--- config.mk ---
export PLATFORM = sky130hd
export DESIGN_NAME = vvalu_sched
export DESIGN_NICKNAME = d
export VERILOG_FILES = /design/src/rtl/vvalu_sched_pkg.sv /design/src/rtl/vvalu_sched_resv.sv /design/src/rtl/vvalu_sched.sv
export SDC_FILE = /design/constraint.sdc
export NUM_CORES = 1
export LEC_CHECK = 0
export ABC_CLOCK_PERIOD_IN_PS = 2400
export BUFFER_PORTS_ARGS = -buffer_cell sky130_fd_sc_hd__buf_2
export CAP_MARGIN = 10
export CELL_PAD_IN_SITES_DETAIL_PLACEMENT = 0
export CELL_PAD_IN_SITES_GLOBAL_PLACEMENT = 1
export CORE_MARGIN = 5
export CORE_UTILIZATION = 25
export DETAILED_ROUTE_END_ITERATION = 16
export HOLD_SLACK_MARGIN = 0.08
export PLACE_DENSITY = 0.66
export SYNTH_ARGS = -nofsm -noshare
export SYNTH_HDL_FRONTEND = slang
export SYNTH_SLANG_ARGS = --single-unit
--- constraint.sdc ---
create_clock -name clk -period 2.4 [get_ports clk]
set_input_delay 0.12 -clock clk [delete_from_list [all_inputs] [get_ports clk]]
set_output_delay 0.12 -clock clk [all_outputs]
set_load 0.01 [all_outputs]
--- src/rtl/vvalu_sched_pkg.sv ---
// Shared types and constants for the vvalu issue/writeback scheduler.
// Op-class encodings match the vvalu output-mux select field.
package vvalu_sched_pkg;

    localparam logic [1:0] VVALU_SEL_OPY    = 2'b00;
    localparam logic [1:0] VVALU_SEL_RELU   = 2'b01;
    localparam logic [1:0] VVALU_SEL_ADDSUB = 2'b10;
    localparam logic [1:0] VVALU_SEL_MULT   = 2'b11;

    localparam int LAT_OPY         = 0;
    localparam int LAT_RELU        = 0;
    localparam int LAT_ADDSUB_DFLT = 1;
    localparam int LAT_MULT_DFLT   = 3;

    // Widest tag any instance may carry; narrower tags are zero-extended.
    localparam int RESV_TAG_W = 8;

    typedef struct packed {
        logic                  valid;
        logic [1:0]            outsel;
        logic [RESV_TAG_W-1:0] tag;
    } resv_entry_t;

    localparam resv_entry_t RESV_EMPTY = '{valid: 1'b0, outsel: 2'b00, tag: {RESV_TAG_W{1'b0}}};

    function automatic logic [3:0] pack_opcode(input logic [1:0] outsel,
                                               input logic       addsub,
                                               input logic       opnsy);
        return {outsel, addsub, opnsy};
    endfunction

endpackage

--- src/rtl/vvalu_sched_resv.sv ---
// Reservation table: entry at index k completes k cycles from now.
// Inserting with latency L lands the op at index L-1 after this edge.
module vvalu_sched_resv
    import vvalu_sched_pkg::*;
#(
    parameter int MAX_LAT = 3,
    parameter int LAT_W   = 2
) (
    input  logic             clk,
    input  logic             rstn,
    input  logic             ins_en,
    input  logic [LAT_W-1:0] ins_lat,
    input  resv_entry_t      ins_entry,
    input  logic [LAT_W-1:0] qry_lat,
    output logic             qry_occupied,
    output resv_entry_t      head,
    output logic             busy
);

    resv_entry_t stage_r     [MAX_LAT];
    resv_entry_t stage_nxt_s [MAX_LAT];
    resv_entry_t shift_src_s [MAX_LAT+1];

    // Padded view so the top slot reads as empty and any latency indexes safely.
    always_comb begin
        for (int i = 0; i < MAX_LAT; i++) begin
            shift_src_s[i] = stage_r[i];
        end
        shift_src_s[MAX_LAT] = RESV_EMPTY;
    end

    // Shift toward completion; the new op overwrites the slot it reserved.
    always_comb begin
        for (int i = 0; i < MAX_LAT; i++) begin
            if (ins_en && (ins_lat == LAT_W'(i + 1))) begin
                stage_nxt_s[i] = ins_entry;
            end else begin
                stage_nxt_s[i] = shift_src_s[i + 1];
            end
        end
    end

    // Slot query, completion head and busy summary.
    always_comb begin
        qry_occupied = shift_src_s[qry_lat].valid;
        head         = shift_src_s[0];
        busy         = 1'b0;
        for (int i = 0; i < MAX_LAT; i++) begin
            busy = busy | stage_r[i].valid;
        end
    end

    // Reservation stage registers.
    always_ff @(posedge clk or negedge rstn) begin
        if (!rstn) begin
            for (int i = 0; i < MAX_LAT; i++) begin
                stage_r[i] <= RESV_EMPTY;
            end
        end else begin
            for (int i = 0; i < MAX_LAT; i++) begin
                stage_r[i] <= stage_nxt_s[i];
            end
        end
    end

endmodule

--- src/rtl/vvalu_sched.sv ---
// Issue/writeback scheduler for the vvalu: handshakes micro-ops, drives the
// split ALU opcode and emits one tagged writeback per op at its completion slot.
module vvalu_sched
    import vvalu_sched_pkg::*;
#(
    parameter int OPND_WIDTH = 16,
    parameter int TAG_WIDTH  = 4,
    parameter int LAT_ADDSUB = LAT_ADDSUB_DFLT,
    parameter int LAT_MULT   = LAT_MULT_DFLT,
    parameter int MAX_LAT    = 3
) (
    input  logic                  clk,
    input  logic                  rstn,
    input  logic                  in_valid,
    output logic                  in_ready,
    input  logic [1:0]            in_outsel,
    input  logic                  in_sub,
    input  logic                  in_opnSY,
    input  logic [TAG_WIDTH-1:0]  in_tag,
    output logic [3:0]            alu_opcode,
    input  logic [OPND_WIDTH-1:0] alu_out,
    output logic                  wb_valid,
    output logic [TAG_WIDTH-1:0]  wb_tag,
    output logic [OPND_WIDTH-1:0] wb_data,
    output logic                  busy,
    output logic [15:0]           issue_cnt
);

    localparam int LAT_W = $clog2(MAX_LAT + 1);

    logic [LAT_W-1:0] in_lat_s;
    logic             qry_occ_s;
    logic             accept_s;
    logic             zero_lat_s;
    logic             busy_s;
    logic [1:0]       sel_s;
    resv_entry_t      head_s;
    resv_entry_t      ins_entry_s;
    logic [15:0]      issue_cnt_r;

    // Latency of the class currently offered.
    always_comb begin
        case (in_outsel)
            VVALU_SEL_OPY:    in_lat_s = LAT_W'(LAT_OPY);
            VVALU_SEL_RELU:   in_lat_s = LAT_W'(LAT_RELU);
            VVALU_SEL_ADDSUB: in_lat_s = LAT_W'(LAT_ADDSUB);
            VVALU_SEL_MULT:   in_lat_s = LAT_W'(LAT_MULT);
            default:          in_lat_s = LAT_W'(0);
        endcase
    end

    // Handshake: a zero-latency op collides with any completion this cycle.
    always_comb begin
        in_ready    = rstn & ~qry_occ_s;
        accept_s    = in_valid & in_ready;
        zero_lat_s  = (in_lat_s == LAT_W'(0));
        ins_entry_s = '{valid: 1'b1, outsel: in_outsel, tag: RESV_TAG_W'(in_tag)};
    end

    vvalu_sched_resv #(
        .MAX_LAT (MAX_LAT),
        .LAT_W   (LAT_W)
    ) u_resv (
        .clk          (clk),
        .rstn         (rstn),
        .ins_en       (accept_s),
        .ins_lat      (in_lat_s),
        .ins_entry    (ins_entry_s),
        .qry_lat      (in_lat_s),
        .qry_occupied (qry_occ_s),
        .head         (head_s),
        .busy         (busy_s)
    );

    // Output-mux select follows the completing op; control bits follow the issuing op.
    always_comb begin
        if (head_s.valid) begin
            sel_s    = head_s.outsel;
            wb_valid = 1'b1;
            wb_tag   = TAG_WIDTH'(head_s.tag);
        end else if (accept_s && zero_lat_s) begin
            sel_s    = in_outsel;
            wb_valid = 1'b1;
            wb_tag   = in_tag;
        end else begin
            sel_s    = VVALU_SEL_OPY;
            wb_valid = 1'b0;
            wb_tag   = {TAG_WIDTH{1'b0}};
        end
        if (accept_s) begin
            alu_opcode = pack_opcode(sel_s, in_sub, in_opnSY);
        end else begin
            alu_opcode = pack_opcode(sel_s, 1'b0, 1'b0);
        end
        wb_data   = alu_out;
        busy      = busy_s;
        issue_cnt = issue_cnt_r;
    end

    // Accepted-op counter, free-running with wrap.
    always_ff @(posedge clk or negedge rstn) begin
        if (!rstn) begin
            issue_cnt_r <= 16'd0;
        end else if (accept_s) begin
            issue_cnt_r <= issue_cnt_r + 16'd1;
        end else begin
            issue_cnt_r <= issue_cnt_r;
        end
    end

endmodule

* Word level (Yosys, flattened, before mapping) *
Cells that the tools add are included.

storage, ports and cells
  input bits = 27
  output and inout port bits = 43
  flip-flop bits (word level) = 49

operators by class
  bitwise gates (word level) = 6
  $lt $le $gt $ge = 1
  $add $sub $neg = 1
  muxes and demuxes = 14
  reduce and logical (&&, ||, !) cells = 7
  eq/ne operators = 6

operators by type and width
  kind                                                                    count
  11-bit 2-to-1 mux                                                       5
  11-bit binary-select mux with 2-bit select                              1
  16-bit by 1-bit adder with 16-bit output (second input constant)        1
  2-bit equality test (second input constant)                             4
  4-bit 2-to-1 mux                                                        2
  2-bit 2-to-1 mux                                                        3
  2-bit case mux with 3 select lines                                      1
  2-bit by 1-bit equality test with 1-bit output (second input constant)  2
  1-bit logical AND                                                       4
  2-bit logical NOT                                                       2
  3-bit >= comparator (second input constant)                             1
  2-bit inverter with 3-bit output                                        1
  1-bit bitwise AND                                                       2
  1-bit 2-to-1 mux                                                        2
  1-bit OR                                                                2
  2-bit OR reduction                                                      1
  1-bit inverter                                                          1

* Longest topological paths before layout *
Gate-level depths: netlist of run 1.

  depth in word-level cells = 13
  mapped depth = 6
  gate-level depth less buffers = 4

* Modules after synthesis *
From an unflattened synthesis of run 1, not the netlist that was laid out.

unflattened totals
  cells, all modules = 180
  area, all modules = 2332.2 um2

modules (own cells, without submodules)
  module            times used  seq. area each (um2)  area each (um2)  cells an instance
  vvalu_sched_resv  1           825.8                 1375.1           87
  vvalu_sched       1           400.4                 957.2            93

* Least setup slack after synthesis of run 1 *
OpenSTA, ideal clock, no wires.

  path kind = register to register
  start point = register u_resv.stage_r, in the netlist u_resv.head[10]
  end point = register issue_cnt_r[4] (netlist: issue_cnt[4])
  path slack = 0.901 ns
  path buffers = 2
  stages on the path, launching flop included = 7
  period minus slack after synthesis = 1.499 ns
  library setup time = 0.126 ns
  arrival = 1.373 ns
  cells stage by stage = dfrtp_1 buf_4 and2b_1 nor3_2 buf_2 nand4_1 xnor2_1

on the way
  cells in the longest elaborated chain, start to end = 6

ends and longest elaborated chain
  what                                                   line                    RTL
  start, declared                                        vvalu_sched_resv.sv:20  resv_entry_t stage_r [MAX_LAT];
  start signal, assigned by index                        vvalu_sched_resv.sv:61  stage_r[i] <= stage_nxt_s[i];
  11-bit binary-select mux with 2-bit select             vvalu_sched_resv.sv:45  qry_occupied = shift_src_s[qry_lat].valid;
  11-bit 2-to-1 mux (not written as such) (2 in series)  vvalu_sched_resv.sv:45
  1-bit inverter                                         vvalu_sched.sv:54       in_ready = rstn & ~qry_occ_s;
  1-bit bitwise AND                                      vvalu_sched.sv:54
  1-bit bitwise AND                                      vvalu_sched.sv:55       accept_s = in_valid & in_ready;
  end signal, assigned                                   vvalu_sched.sv:105      issue_cnt_r <= issue_cnt_r + 16'd1;
  end signal, assigned                                   vvalu_sched.sv:107      issue_cnt_r <= issue_cnt_r;
  end, declared                                          vvalu_sched.sv:39       logic [15:0] issue_cnt_r;

Every way passes these cells. The select of a mux whose other input is x is not followed.
A chain may end at the register's enable or synchronous reset.

* Worst setup path in the final report of run 1 *
  start point = register u_resv.stage_r, in the netlist u_resv.head[10]
  end point = output port alu_opcode[0]

on the way
  cells in the longest elaborated chain, start to end = 7

ends and longest elaborated chain
  what                                                   line                    RTL
  11-bit binary-select mux with 2-bit select             vvalu_sched_resv.sv:45
  11-bit 2-to-1 mux (not written as such) (2 in series)  vvalu_sched_resv.sv:45
  1-bit inverter                                         vvalu_sched.sv:54
  1-bit bitwise AND                                      vvalu_sched.sv:54
  1-bit bitwise AND                                      vvalu_sched.sv:55
  2-bit 2-to-1 mux                                       vvalu_sched.sv:90       if (accept_s) begin
  end, declared                                          vvalu_sched.sv:20       output logic [3:0] alu_opcode,

Every way passes these cells. The select of a mux whose other input is x is not followed.

==> impl_metrics.yaml, run 1 <==
route:
  route.detailed.drc: 0
  detail-route-antenna-nets: 0
  first_iter_violations: 27
  totalWireLength_mm: 3.23
  via_per_inst: 4.25
  avgRoutedWirePerCell_um: 13.2
  dr_total_vias: 1042
  drt_pass1_iterations: 4
global_routing:
  met3_usage: 0.0336
  grt_pass1_vias: 1108
  grt_util_all_layers: 0.0834
  grt_max_degree: 42
  grt.met1_usage: 0.104
  antenna_found_initial: 0
  met2_usage: 0.128
  overflow: 0
  grt-busiest-layer: "met2"
  grt_pass1_wl_mm: 5.51
yosys:
  ys_seq_area_frac: 0.547
  synthFlopType: "dfrtp_1"
  synth_area_leader_cell: "dfrtp_1"
  synth_area_sq_mm: 0.00169
  synthAdderAreaFrac: 0.00740
  syn_nets: 170
  synthMuxAreaShare: 0.0717
  ys_seq_elements: 37
  syn_inst: 142
  synth-xor-area-share: 0.0777
  synth_area_leaders: "dfrtp_1 55%, buf_4 7.5%, xnor2_1 7.2%, and2_1 4.1%, mux2_4 3.6%"
  synthDistinctLibCells: 27
  syn_area_per_cell_sq_um: 11.9
  synth_top_family_by_area: "simple AND/OR/NAND/NOR gates"
  synth_warnings: 0
  synth_commonest_cells: "37 x dfrtp_1, 17 x buf_4, 14 x xnor2_1, 11 x and2_1, 8 x clkbuf_1"
  synth_most_common_cell: "dfrtp_1"
  synth_top_cell_area_share: 0.547
  synthArstFlopShare: 1.00
  synth_simple_gate_area_frac: 0.195
  synth_edf_count: 0
  synth-compound-area-share: 0
placed_design:
  io_buffer_count: 37
  routabilityCongestion: 0.723
  place_hpwl_mm: 2.33
timing:
  worst_pin_slew_ns: 0.476
  finalSetupViolCount: 0
  setup_tns_ns: 0
  min_period_ns: 1.83
  skew_ns: 0.00171
  max_slew_margin: 0.683
  rsz0062_at_grt: "no"
  period_share: 0.761
  fmax_mhz: 548
  final_hold_viol_count: 0
  drv_slew: 0
floorplan:
  start_util: 0.253
  die_y_um: 92.3
  row_count: 30
  ios: 70
  die_x_um: 92.3
  core_area_sq_mm: 0.00668
  dieArea_sq_mm: 0.00851
finish:
  fin_util: 0.295
  drive_above_1_share: 0.333
  nets: 192
  num_antenna_cells: 0
  area_growth_syn_to_layout_pct: 16.4
  n_fill_cell: 717
run:
  cap_violations: 0
critical_path:
  critPathMaxFanout: 12
  crit_arrival_ns: 1.71
  crit_chain: "and2b_1 -> nor3_2 -> buf_4 -> and2_1 -> buf_2"
  cp.required_ns: 2.28
  path_class: "reg2out"
  critical_path.top_delay_family: "simple AND/OR/NAND/NOR gates"
  critPathMaxStageDelay_ns: 0.51
  cp_num_buf_inv: 2
  startpoint_type: "flip-flop"
  endpoint_kind: "output pin"
  cpMaxStageDelayCell: "dfrtp_1"
clocking:
  cts_tree: "built"
  clock_sinks: 37
  cts_buffers: 5
  cts_root_buf: "clkbuf_8"
  clk_pin_slew_ns: 0.08
  cts-resized-gates: 0
  clk_latency_ns: 0.29
  cts_max_level: 2
  cts_max_path_buffers: 2
pwr:
  power_density_mw_per_mm2: 777
  p_leak_nw: 0.994
  max-vdd-ir-drop_uv: 307
outcome:
  outcome: "complete, no violations"
min_path:
  min_path_type: "in2reg"
==> logic make-up after synthesis <==
kind of cell / after synthesis
XOR/XNOR: 15
adder cells (fa/ha/maj): 1
buffers and inverters: 28
flip-flops: 37
multiplexers: 10
AND/OR/NAND/NOR: 51
==> placed cells by master, fill, tap and decap left out, types with 2 or more instances in the layout <==
| cell | count |
|---|---|
| buf_2 | 37 |
| dfrtp_1 | 37 |
| xnor2_1 | 14 |
| and2_1 | 11 |
| nor2_1 | 7 |
| nand4_1 | 7 |
| and4_1 | 6 |
| mux2i_1 | 5 |
| clkbuf_8 | 5 |
| mux2_4 | 4 |
| nand2_1 | 4 |
| nand3_1 | 4 |
| dlygate4sd3_1 | 3 |
| nand2b_1 | 2 |
| and3_1 | 2 |
| buf_4 | 2 |
==> metrics by stage <==
stage | hold slack, ns | total power (W) | setup WS (ns) | instance area, sq um | std cells
after floorplan | -0.176 | 0.000905 | 0.901 | 1690 | 142
after global placement | 0.240 | 0.000998 | 0.797 | 1820 | 234
after detailed placement | 0.240 | 0.000998 | 0.735 | 1820 | 234
after CTS | 0.0868 | 0.00155 | 0.550 | 1970 | 245
after global routing | 0.0852 | 0.00161 | 0.452 | 1970 | 245
final | 0.0893 | 0.00153 | 0.574 | 1970 | 245
==> layer usage <==
layer | part of all wire | vias up
met4 | 0.0099 | 0
met5 | 0 | -
met2 | 0.50 | 19
li1 | - | 496
met3 | 0.052 | 4
met1 | 0.44 | 523
==> report_power, final <==
group / internal (W) / switching [W] / total (W)
sequential: 0.000677 / 0.0000677 / 0.000745
clock: 0.000311 / 0.000234 / 0.000545
combinational: 0.000109 / 0.000131 / 0.000240
total: 0.00110 / 0.000433 / 0.00153
==> flip-flops by register name (all words and copies together) (netlist names) <==
register,count
issue_cnt,16
u_resv.shift_src_s,14
u_resv.head,7
==> worst paths after layout <==
| check | from | end | slack, ns | cells after the start |
|---|---|---|---|---|
| worst max-delay path | u_resv.head[10] | alu_opcode[0] | 0.57 | 5 |
| worst min-delay path | in_tag[0] | u_resv.shift_src_s[11] | 0.09 | 2 |
| worst max register to register | u_resv.head[10] | issue_cnt[5] | 0.77 | 4 |
| worst min register to register | u_resv.shift_src_s[19] | u_resv.shift_src_s[30] | 0.35 | 0 |
| max in group asynchronous | rstn | u_resv.head[8] | 1.61 | 3 |
| min in group asynchronous | rstn | issue_cnt[0] | 0.45 | 3 |
==> repair_timing <==
action / 4_1_cts / 5_1_grt
endpoints found under the hold margin: 39 / 0
hold buffers: 3 / 0
setup buffers: 0 / 0
==> layout make-up <==
cell class | count | area (sq um) | area share
clock inverters | 3 | 46.3 | 0.0235
inverters | 1 | 3.75 | 0.00191
clock buffers | 5 | 68.8 | 0.0349
flip-flops and latches | 37 | 926 | 0.470
well taps | 80 | 100 | 0.0508
repair buffers | 42 | 230 | 0.117
multi-input cells | 77 | 594 | 0.302
Note: power is estimated with default switching activity, not from simulation.
==> inputs of run 2 (changes only) <==
--- a/config.mk
+++ b/config.mk
@@ -5,7 +5,7 @@
 export SDC_FILE = /design/constraint.sdc
 export NUM_CORES = 1
 export LEC_CHECK = 0
-export ABC_CLOCK_PERIOD_IN_PS = 2400
+export ABC_CLOCK_PERIOD_IN_PS = 1700
 export BUFFER_PORTS_ARGS = -buffer_cell sky130_fd_sc_hd__buf_2
 export CAP_MARGIN = 10
 export CELL_PAD_IN_SITES_DETAIL_PLACEMENT = 0
==> constraint.sdc (replaced) <==
create_clock -name clk -period 1.7 [get_ports clk]
set_input_delay 0.085 -clock clk [delete_from_list [all_inputs] [get_ports clk]]
set_output_delay 0.085 -clock clk [all_outputs]
set_load 0.01 [all_outputs]
==> impl_metrics.yaml, run 2 (same netlist as run 1, synthesis figures left out) <==
route:
  drt_pass1_iterations: 4
  first_iter_violations: 50
  totalWireLength_mm: 3.35
  detail-route-antenna-nets: 0
  dr_total_vias: 1052
  via_per_inst: 4.14
  avgRoutedWirePerCell_um: 13.2
  route.detailed.drc: 0
finish:
  drive_above_1_share: 0.351
  area_growth_syn_to_layout_pct: 21.7
  layout_common_cells: "37 x buf_2, 37 x dfrtp_1, 14 x xnor2_1"
  largest_reg_flops: 16
  fin_util: 0.308
  fin_area_sq_mm: 0.00206
  nets: 201
  num_antenna_cells: 0
timing:
  skew_ns: 0.00439
  worst_pin_slew_ns: 0.438
  setup_tns_ns: 0
  rsz0062_at_grt: "no"
  fmax_mhz: 632
  min_period_ns: 1.58
  finalSetupViolCount: 0
  drv_slew: 0
  final_hold_viol_count: 0
  period_share: 0.931
  max_slew_margin: 0.707
outcome:
  outcome: "complete, no violations"
floorplan:
  row_count: 30
  start_util: 0.253
  die_x_um: 92.3
  core_area_sq_mm: 0.00668
  die_y_um: 92.3
  ios: 70
  dieArea_sq_mm: 0.00851
min_path:
  min_path_type: "in2reg"
  min-delay-start: "in_outsel[1]"
  min_to: "u_resv.shift_src_s[19]"
  hold_depth: 2
global_routing:
  antenna_found_initial: 0
  overflow: 0
  grt_util_all_layers: 0.0846
  grt_pass1_wl_mm: 5.58
  grt_pass1_vias: 1080
  grt_max_degree: 38
critical_path:
  reg2reg_depth: 2
  rr_startpoint: "u_resv.shift_src_s[32]"
  r2r_end: "u_resv.head[1]"
  path_class: "reg2reg"
  crit_arrival_ns: 1.75
  endpoint_kind: "flip-flop"
  startpoint_type: "flip-flop"
  regToRegSetupSlack_ns: 0.12
  critPathMaxFanout: 7
  cp.required_ns: 1.87
clocking:
  clock_sinks: 37
  cts_max_path_buffers: 2
  cts_max_level: 2
  clk_latency_ns: 0.28
  cts_root_buf: "clkbuf_8"
  cts_tree: "built"
  clk_pin_slew_ns: 0.07
  cts_buffers: 5
placed_design:
  routabilityCongestion: 0.700
  detailed_place.area_sq_mm: 0.00184
  place_hpwl_mm: 2.35
  io_buffer_count: 37
pwr:
  p_leak_nw: 1.04
  max-vdd-ir-drop_uv: 350
  power_density_mw_per_mm2: 1070
run:
  cap_violations: 0
[run 2: cell types whose count changed in the layout (fill, tap and decap cells not counted)]
cell,previous run,this run
buf_12,0,1
clkbuf_8,5,6
clkinvlp_4,1,0
clkbuf_1,0,1
buf_6,0,1
dlygate4sd3_1,3,5
buf_4,2,7
clkinv_4,1,0
[run 2: area by class of cell]
| type | count | area (sq um) |
|---|---|---|
| inverter | 1 | 3.75 |
| timing repair buffer | 51 | 319 |
| clock buffer | 7 | 86.3 |
| clock inverter | 1 | 30.0 |
| sequential | 37 | 926 |
| multi-input combinational | 77 | 594 |
| fill | 700 | 4620 |
| tap | 80 | 100 |
[run 2: power breakdown]
part | total [W] | switching [W] | internal, W
Combinational | 0.000400 | 0.000214 | 0.000186
Clock | 0.000773 | 0.000295 | 0.000478
Sequential | 0.00103 | 0.0000720 | 0.000957
[run 2: stage by stage]
step,setup slack [ns],std cells,total power [W],hold slack (ns)
after floorplan,0.201,142,0.00128,-0.211
after global placement,0.149,236,0.00143,0.170
after detailed placement,0.128,236,0.00143,0.170
after CTS,0.0194,250,0.00224,0.104
after global routing,0.000152,254,0.00233,0.120
final,0.118,254,0.00220,0.118
[run 2: what timing repair did]
action,4_1_cts,5_1_grt
setup endpoints to repair,0,2
buffers inserted,0,4
resized for setup,0,1
hold buffers,6,0
hold endpoints to repair,45,0
[run 2: critical path, stage by stage (launching register included)]
cell     delay (ns)
dfrtp_1        0.39
or4b_1         0.72
mux2_4         0.36
[run 2: per-layer routing]
metal	vias up	GRT usage	part of all wire
li1	519	-	-
met1	506	0.107	0.45
met2	20	0.128	0.49
met3	7	0.0312	0.047
met4	0	0.0384	0.017
met5	-	0	0
[run 2: how the worst max path moves through the flow]
| stage | from | to | cells past startpoint |
|---|---|---|---|
| 3_5_place_dp | u_resv.shift_src_s[32] | u_resv.head[2] | 2 |
| 6_report | u_resv.shift_src_s[32] | u_resv.head[1] | 2 |
| 5_1_grt | u_resv.head[10] | wb_tag[0] | 4 |
| 4_1_cts | u_resv.shift_src_s[32] | alu_opcode[1] | 5 |
| 3_3_place_gp | u_resv.shift_src_s[32] | u_resv.head[2] | 2 |
| 2_1_floorplan | u_resv.head[10] | issue_cnt[4] | 6 |
==> inputs of run 3 (changes only) <==
--- a/config.mk
+++ b/config.mk
@@ -15,6 +15,7 @@
 export DETAILED_ROUTE_END_ITERATION = 16
 export HOLD_SLACK_MARGIN = 0.08
 export PLACE_DENSITY = 0.66
+export SETUP_SLACK_MARGIN = 0.5
 export SYNTH_ARGS = -nofsm -noshare
 export SYNTH_HDL_FRONTEND = slang
 export SYNTH_SLANG_ARGS = --single-unit
==> impl_metrics.yaml, run 3 (same netlist as run 1, synthesis figures left out) <==
outcome:
  outcome: "finished, violations left"
  violations: "hold timing"
finish:
  multiInputGateArea_sq_um: 702
  ff_latch_area_sq_um: 927
  area_growth_syn_to_layout_pct: 30.0
  final_common_cell: "dfrtp_1"
  nets: 202
  largest_reg_flops: 16
  fin_util: 0.329
  n_fill_cell: 685
  drive_above_1_share: 0.483
  num_antenna_cells: 0
  instances_no_fill: 254
  layout_common_cells: "36 x dfrtp_1, 34 x buf_2, 13 x xnor2_1"
critical_path:
  critPathMaxStageDelay_ns: 0.40
  cpMaxStageDelayCell: "dfrtp_1"
  critPathMaxFanout: 4
  crit_chain: "and2b_2 -> nor3_4 -> buf_12 -> and2_4 -> buf_6"
  path_class: "reg2out"
  crit_arrival_ns: 1.48
  startpoint: "u_resv.head[10]"
  startpoint_type: "flip-flop"
  endpoint_kind: "output pin"
  rr_startpoint: "u_resv.head[10]"
  cp.required_ns: 1.62
global_routing:
  grt_pass1_wl_mm: 5.60
  grt_max_degree: 42
  overflow: 0
  grt_util_all_layers: 0.0856
  grt_pass1_vias: 1108
  antenna_found_initial: 0
clocking:
  cts_max_level: 2
  clock_sinks: 37
  cts_root_buf: "clkbuf_8"
  cts_buffers: 5
  cts_tree: "built"
  cts_max_path_buffers: 2
  clk_latency_ns: 0.29
  clk_pin_slew_ns: 0.08
  cts_hold_buf: 4
pwr:
  power_density_mw_per_mm2: 1010
  p_leak_nw: 1.10
  max-vdd-ir-drop_uv: 306
placed_design:
  routabilityCongestion: 0.742
  io_buffer_count: 37
  place_hpwl_mm: 2.25
  dp_cells: 235
  pre_cts_slack_ns: 0.142
timing:
  setup_tns_ns: 0
  fin_hold_ws_ns: -0.118
  min_period_ns: 1.56
  drv_slew: 0
  skew_ns: 0.00637
  max_slew_margin: 0.674
  period_share: 0.920
  final_hold_viol_count: 37
  fin_ws_ns: 0.136
  fmax_mhz: 640
  rsz0062_at_grt: "yes"
  finalSetupViolCount: 0
  worst_pin_slew_ns: 0.489
floorplan:
  die_x_um: 92.3
  core_area_sq_mm: 0.00668
  ios: 70
  die_y_um: 92.3
  dieArea_sq_mm: 0.00851
  start_util: 0.253
  row_count: 30
route:
  detail-route-antenna-nets: 0
  avgRoutedWirePerCell_um: 13.4
  route.detailed.drc: 0
  dr_total_vias: 1101
  first_iter_violations: 23
  totalWireLength_mm: 3.40
  drt_pass1_iterations: 4
  via_per_inst: 4.33
min_path:
  min_path_type: "in2async"
run:
  cap_violations: 0
## run 3: cell count changes in the layout (fill, tap and decap cells not counted), moves of 2 or more
cell / delta
nand2_2: +2
nand2_1: -3
nand3_2: +3
buf_6: +5
and4_4: +2
and2_1: -3
and2_4: +3
buf_2: -3
and4_1: -2
nand3_1: -4
## run 3: path summary, 6_finish.rpt
path	end	slack, ns	cells after the start
setup / recovery	alu_opcode[1]	0.14	5
hold reg to reg	u_resv.shift_src_s[23]	0.35	0
hold / removal	u_resv.head[10]	-0.12	2
setup reg to reg	issue_cnt[1]	0.15	5
min in group clk	u_resv.shift_src_s[19]	0.10	2
max in group asynchronous	issue_cnt[2]	1.45	2
## run 3: per-layer routing
metal / wire length [um] / share of wire / up-vias / GRT usage
met3: 235 / 0.069 / 7 / 0.0320
li1: - / - / 517 / -
met1: 1590 / 0.47 / 538 / 0.114
met4: 55 / 0.016 / 0 / 0.0408
met2: 1520 / 0.45 / 39 / 0.122
met5: 0 / 0 / - / 0
## run 3: final cells by class
cell class,count,area share
well taps,80,0.0455
clock inverters,2,0.0159
multi-input cells,77,0.319
flip-flops and latches,37,0.422
repair buffers,52,0.165
clock buffers,5,0.0313
inverters,1,0.00171
## run 3: what timing repair did
action	CTS	global route
gates resized for setup	15	8
pin swaps	9	11
setup endpoints to repair	34	34
endpoints found under the hold margin	45	37
buffers inserted	8	0
## run 3: critical path, delay by kind of cell (launching register included)
| kind | cells | cell delay (ns) |
|---|---|---|
| buffers and inverters | 2 | 0.22 |
| flip-flops | 1 | 0.40 |
| AND/OR/NAND/NOR | 3 | 0.58 |
## run 3: power breakdown
group          switching, W  leakage, nW  internal [W]
Clock              0.000308       0.0540      0.000426
Sequential        0.0000979        0.502      0.000959
Combinational      0.000215        0.540      0.000210
Total              0.000621         1.10       0.00159
## run 3: metrics by stage
step           hold slack (ns)  area, sq um  total power (W)
2_1_floorplan           -0.211         1740          0.00132
3_3_place_gp             0.170         1880          0.00146
3_5_place_dp             0.170         1880          0.00146
4_1_cts                 -0.110         2150          0.00224
5_1_grt                -0.0699         2200          0.00233
6_report                -0.118         2200          0.00222
